--- config.mk ---
export PLATFORM = sky130hd
export DESIGN_NAME = alu_ctrl_sequencer
export DESIGN_NICKNAME = d
export VERILOG_FILES = /design/src/rtl/alu_ctrl_sequencer.sv
export SDC_FILE = /design/constraint.sdc
export NUM_CORES = 1
export LEC_CHECK = 0
export CAP_MARGIN = 20
export CORE_ASPECT_RATIO = 0.9
export CORE_MARGIN = 5
export CORE_UTILIZATION = 30
export DETAILED_ROUTE_END_ITERATION = 10
export DONT_BUFFER_PORTS = 1
export GPL_ROUTABILITY_DRIVEN = 0
export PLACE_DENSITY = 0.42
export REMOVE_ABC_BUFFERS = 1
export SLEW_MARGIN = 20
export SYNTH_ARGS = -nofsm -noshare
export SYNTH_HDL_FRONTEND = slang
export SYNTH_SLANG_ARGS = --single-unit
--- constraint.sdc ---
create_clock -name CLK -period 4.34 [get_ports CLK]
set_input_delay 1.302 -clock CLK [delete_from_list [all_inputs] [get_ports CLK]]
set_output_delay 1.302 -clock CLK [all_outputs]
set_load 0.01 [all_outputs]
--- src/rtl/alu_ctrl_sequencer.sv ---
// ALU front-end sequencer: accepts instruction words, decodes ALU controls and holds
// them through a per-op wait window, then pulses register write or branch redirect.
module alu_ctrl_sequencer #(
  parameter int WAIT_MUL   = 2,
  parameter int WAIT_SHIFT = 1,
  parameter int WAIT_BASE  = 0
) (
  input  logic        CLK,
  input  logic        RESET,
  input  logic        IN_VALID,
  output logic        IN_READY,
  input  logic [31:0] INSTRUCTION,
  input  logic        ZERO,
  output logic [2:0]  SELECT,
  output logic        IMM_SEL,
  output logic        NEG_SEL,
  output logic [2:0]  DEST_ADDR,
  output logic [2:0]  SRC1_ADDR,
  output logic [2:0]  SRC2_ADDR,
  output logic [7:0]  IMM,
  output logic [7:0]  OFFSET,
  output logic        WRITE_EN,
  output logic        TAKE_BRANCH,
  output logic        ILLEGAL,
  output logic        BUSY
);
  localparam int CNT_W = 8;

  typedef enum logic [1:0] {S_IDLE, S_EXEC, S_COMP} state_e;
  typedef enum logic [1:0] {BR_NONE, BR_J, BR_EQ, BR_NE} br_e;

  state_e           state_q, state_d;
  logic [CNT_W-1:0] cnt_q, cnt_d;
  logic [2:0]       sel_q, sel_d;
  logic             imm_sel_q, imm_sel_d, neg_sel_q, neg_sel_d, wr_q, wr_d, ill_q, ill_d;
  br_e              br_q, br_d;
  logic [2:0]       dest_q, dest_d, src1_q, src1_d, src2_q, src2_d;
  logic [7:0]       imm_q, imm_d, off_q, off_d;

  logic [7:0]       opcode;
  logic [2:0]       dec_sel;
  logic             dec_imm, dec_neg, dec_wr, dec_ill;
  br_e              dec_br;
  logic [CNT_W-1:0] dec_wait;
  logic             accept;
  logic             unused_instr;

  assign opcode       = INSTRUCTION[31:24];
  assign unused_instr = ^INSTRUCTION[15:11];

  always_comb begin
    dec_sel  = 3'b000;
    dec_imm  = 1'b0;
    dec_neg  = 1'b0;
    dec_wr   = 1'b0;
    dec_ill  = 1'b0;
    dec_br   = BR_NONE;
    dec_wait = CNT_W'(WAIT_BASE);
    case (opcode)
      8'd0:  begin dec_imm = 1'b1; dec_wr = 1'b1; end
      8'd1:  dec_wr = 1'b1;
      8'd2:  begin dec_sel = 3'b001; dec_wr = 1'b1; end
      8'd3:  begin dec_sel = 3'b001; dec_neg = 1'b1; dec_wr = 1'b1; end
      8'd4:  begin dec_sel = 3'b010; dec_wr = 1'b1; end
      8'd5:  begin dec_sel = 3'b011; dec_wr = 1'b1; end
      8'd6:  dec_br = BR_J;
      8'd7:  begin dec_sel = 3'b001; dec_neg = 1'b1; dec_br = BR_EQ; end
      8'd8:  begin dec_sel = 3'b001; dec_neg = 1'b1; dec_br = BR_NE; end
      8'd9:  begin dec_sel = 3'b110; dec_wr = 1'b1; dec_wait = CNT_W'(WAIT_MUL); end
      8'd10: begin dec_sel = 3'b100; dec_imm = 1'b1; dec_wr = 1'b1; dec_wait = CNT_W'(WAIT_SHIFT); end
      8'd11: begin dec_sel = 3'b101; dec_imm = 1'b1; dec_wr = 1'b1; dec_wait = CNT_W'(WAIT_SHIFT); end
      8'd12: begin dec_sel = 3'b111; dec_imm = 1'b1; dec_wr = 1'b1; dec_wait = CNT_W'(WAIT_SHIFT); end
      default: dec_ill = 1'b1;
    endcase
  end

  always_ff @(posedge CLK) begin
    if (RESET) begin
      state_q   <= S_IDLE;
      cnt_q     <= '0;
      sel_q     <= '0;
      imm_sel_q <= 1'b0;
      neg_sel_q <= 1'b0;
      wr_q      <= 1'b0;
      ill_q     <= 1'b0;
      br_q      <= BR_NONE;
      dest_q    <= '0;
      src1_q    <= '0;
      src2_q    <= '0;
      imm_q     <= '0;
      off_q     <= '0;
    end else begin
      state_q   <= state_d;
      cnt_q     <= cnt_d;
      sel_q     <= sel_d;
      imm_sel_q <= imm_sel_d;
      neg_sel_q <= neg_sel_d;
      wr_q      <= wr_d;
      ill_q     <= ill_d;
      br_q      <= br_d;
      dest_q    <= dest_d;
      src1_q    <= src1_d;
      src2_q    <= src2_d;
      imm_q     <= imm_d;
      off_q     <= off_d;
    end
  end

  assign accept = IN_VALID && IN_READY;

  always_comb begin
    state_d   = state_q;
    cnt_d     = cnt_q;
    sel_d     = sel_q;
    imm_sel_d = imm_sel_q;
    neg_sel_d = neg_sel_q;
    wr_d      = wr_q;
    br_d      = br_q;
    dest_d    = dest_q;
    src1_d    = src1_q;
    src2_d    = src2_q;
    imm_d     = imm_q;
    off_d     = off_q;
    ill_d     = 1'b0;
    case (state_q)
      S_EXEC: begin
        if (cnt_q == '0) state_d = S_COMP;
        else             cnt_d   = cnt_q - 1'b1;
      end
      default: begin
        if (state_q == S_COMP) state_d = S_IDLE;
        if (accept) begin
          dest_d = INSTRUCTION[18:16];
          src1_d = INSTRUCTION[10:8];
          src2_d = INSTRUCTION[2:0];
          imm_d  = INSTRUCTION[7:0];
          off_d  = INSTRUCTION[23:16];
          if (dec_ill) begin
            ill_d   = 1'b1;
            state_d = S_IDLE;
          end else begin
            sel_d     = dec_sel;
            imm_sel_d = dec_imm;
            neg_sel_d = dec_neg;
            wr_d      = dec_wr;
            br_d      = dec_br;
            cnt_d     = dec_wait;
            state_d   = S_EXEC;
          end
        end
      end
    endcase
  end

  // Completion pulses are suppressed while RESET is high so a dropped op never commits.
  always_comb begin
    BUSY        = (state_q != S_IDLE);
    IN_READY    = (state_q != S_EXEC);
    SELECT      = BUSY ? sel_q : 3'b000;
    IMM_SEL     = BUSY && imm_sel_q;
    NEG_SEL     = BUSY && neg_sel_q;
    DEST_ADDR   = dest_q;
    SRC1_ADDR   = src1_q;
    SRC2_ADDR   = src2_q;
    IMM         = imm_q;
    OFFSET      = off_q;
    ILLEGAL     = ill_q;
    WRITE_EN    = (state_q == S_COMP) && wr_q && !RESET;
    TAKE_BRANCH = (state_q == S_COMP) && !RESET &&
                  ((br_q == BR_J) || (br_q == BR_EQ && ZERO) || (br_q == BR_NE && !ZERO));
  end
endmodule

==> out/results.tsv <==
metric	value	unit
outcome	finished, final reports clean	
use_met1	15.2	%
crit_path_start_kind	input port	
reg2reg_slack	2140	ps
final_common_cell	nand2_1	
wirelength	4730	um
maxCapViolations	0	
dp_hpwl	3150	um
drive_gt1_share	8.89	%
fin_crit_sh	75.9	%
via_count	1546	
finalMaxSlewViolations	0	
antenna_found_initial	0	
crit_fanout	1	
synth_largest_area_cell	dfxtp_1	
cts_buffers	5	
rsz0062_at_grt	no	
min_path_type	reg2reg	
cts_htree_levels	2	
ys_top_cells_by_area	dfxtp_1 42%, nand2_1 10%, a21oi_1 9.6%	
r2r_end	cnt_q[1]$_SDFFE_PP0P_	
drc	0	
initial_utilization	31.4	%
die_h	83.8	um
reg2reg_from	cnt_q[0]$_SDFFE_PP0P_	
clock_skew	3.78	ps
stdcell_area	1980	um^2
ys_ff_latch	38	
gr-usage-met3	4.15	%
io_buffers	0	
tightest_slew	969	ps
critPathCaptureType	output pin	
syn_area_per_cell	7.80	um^2
rows	26	
grt_pass1_wl	7380	um
fill_cells	629	
cts_max_path_buffers	2	
yosysSeqAreaShare	41.9	%
post_cts_buffers	0	
layout.nets	261	
worstPathRequired	3040	ps
synth_top_area_share	41.9	%
cts_tree	yes	
synth_edf_count	0	
multiInputGateArea	916	um^2
hold_violations	0	
cp-endpoint	TAKE_BRANCH	
power_leakage	0.704	nW
grt_max_degree	41	
synth.distinct_cells	48	
synthFlopType	dfxtp_1	
startpoint	ZERO	
synthCells	233	
syn_to_final_growth	8.88	%
dieArea	7710	um^2
maxSlewHeadroom	34.5	%
insertion_delay	290	ps
clkTransAtPathRegs	80	ps
hold_buffers	0	
routed_via_density	5.24	
reg2reg_depth	6	
drt_iter0_drc	92	
num_io_pins	71	
grt_pass1_vias	1459	
final.min_clock_period	3290	ps
dr.pass1.iters	5	
fp.dieW	92.0	um
setup-tns-final	0	ps
grtUsageTotal	12.0	%
syn_area	1820	um^2
powerDensity	398	nW/um^2
antenna_cells	0	
cts-root-buf	clkbuf_8	
criticalPathCategory	in2out	
ant_nets	0	
setup_viol	0	
grt_overflow	0	
dpl_cell_area	1840	um^2
peakVddDrop	0.000166	V
final_cell_mix	49 x nand2_1, 38 x dfxtp_1, 35 x a21oi_1	
final-seq-area	761	um^2
clock.fmax	304	MHz
cts_resized	0	
synth-async-reset-ratio	0	%
busiest_layer	met2	
numClockSinks	38	
yosys_warnings	0	
core_area	5790	um^2
wl_per_cell	16.0	um
worst_ep_arrival_time	1990	ps
met2_usage	18.7	%
-- worst max-delay path: stages --
cell and delay (ps):
nand2_1 40, xnor2_1 120, nor4b_1 530
-- worst min path at each step --
stage	startpoint	end	slack [ps]	cells after the start
floorplan	neg_sel_q$_SDFFE_PP0P_	neg_sel_q$_SDFFE_PP0P_	420	2
global placement	neg_sel_q$_SDFFE_PP0P_	neg_sel_q$_SDFFE_PP0P_	430	2
detailed placement	sel_q[1]$_SDFFE_PP0P_	sel_q[1]$_SDFFE_PP0P_	430	2
CTS	sel_q[2]$_SDFFE_PP0P_	sel_q[2]$_SDFFE_PP0P_	450	2
global route	sel_q[1]$_SDFFE_PP0P_	sel_q[1]$_SDFFE_PP0P_	460	2
finish	sel_q[2]$_SDFFE_PP0P_	sel_q[2]$_SDFFE_PP0P_	450	2
-- state kept, by name, summed over array words and instances, names as in the netlist, 2 cells and up --
register,flops
SRC1_ADDR,3
SRC2_ADDR,2
br_q,2
IMM,6
DEST_ADDR,2
cnt_q,8
OFFSET,6
state_q,2
sel_q,3
-- Yosys cell counts, drive strengths merged, types with 2 or more instances --
master	number
nor4	2
nor2	9
nor3b	2
or4b	2
buf	7
or4	4
nor2b	5
dfxtp	38
o21ai	4
inv	11
a21oi	35
and3	3
clkbuf	13
a211oi	3
nand3	8
xor2	2
a211o	2
or3	3
o31a	2
nor3	5
nand3b	3
a221oi	3
nor4b	3
nand2	49
-- layer usage --
metal | routed length, um | share of wire [%]
met5 | 0 | 0
met4 | 65 | 1.4
met3 | 242 | 5.1
met2 | 2170 | 46
met1 | 2250 | 48
-- layout make-up --
| class | instances | area share [%] |
|---|---|---|
| repair buffers | 4 | 1.52 |
| inverters | 11 | 2.09 |
| clock inverters | 2 | 3.04 |
| well taps | 70 | 4.43 |
| multi-input cells | 164 | 46.3 |
| clock buffers | 6 | 4.17 |
| flip-flops and latches | 38 | 38.5 |
-- report_power, final --
| part | leakage (nW) | switching, mW | internal [mW] | total [mW] |
|---|---|---|---|---|
| clock | 0.0714 | 0.128 | 0.245 | 0.374 |
| sequential | 0.310 | 0.0148 | 0.360 | 0.375 |
| combinational | 0.323 | 0.0223 | 0.0158 | 0.0381 |
-- per-stage QoR --
stage	hold WS (ps)	total power [mW]	util (%)	std cells	worst slack (ps)
5_1_grt	456	0.825	34.2	295	957
3_3_place_gp	432	0.422	31.7	287	1030
4_1_cts	447	0.803	34.2	295	1020
2_1_floorplan	421	0.410	-	213	1110
3_5_place_dp	434	0.422	31.7	287	1020
6_report	446	0.787	34.2	295	1050
-- cell families after synthesis --
family,after synthesis,synth area share (%)
buffers and inverters,31,7.71
muxes,1,0.551
AOI/OAI and AO/OA,57,19.1
DFF,38,41.9
and+or+nand+nor,102,28.6
xor gates and xnor gates,3,1.45
adders and majority gates,1,0.689
Note: power is estimated with default switching activity, not from simulation.
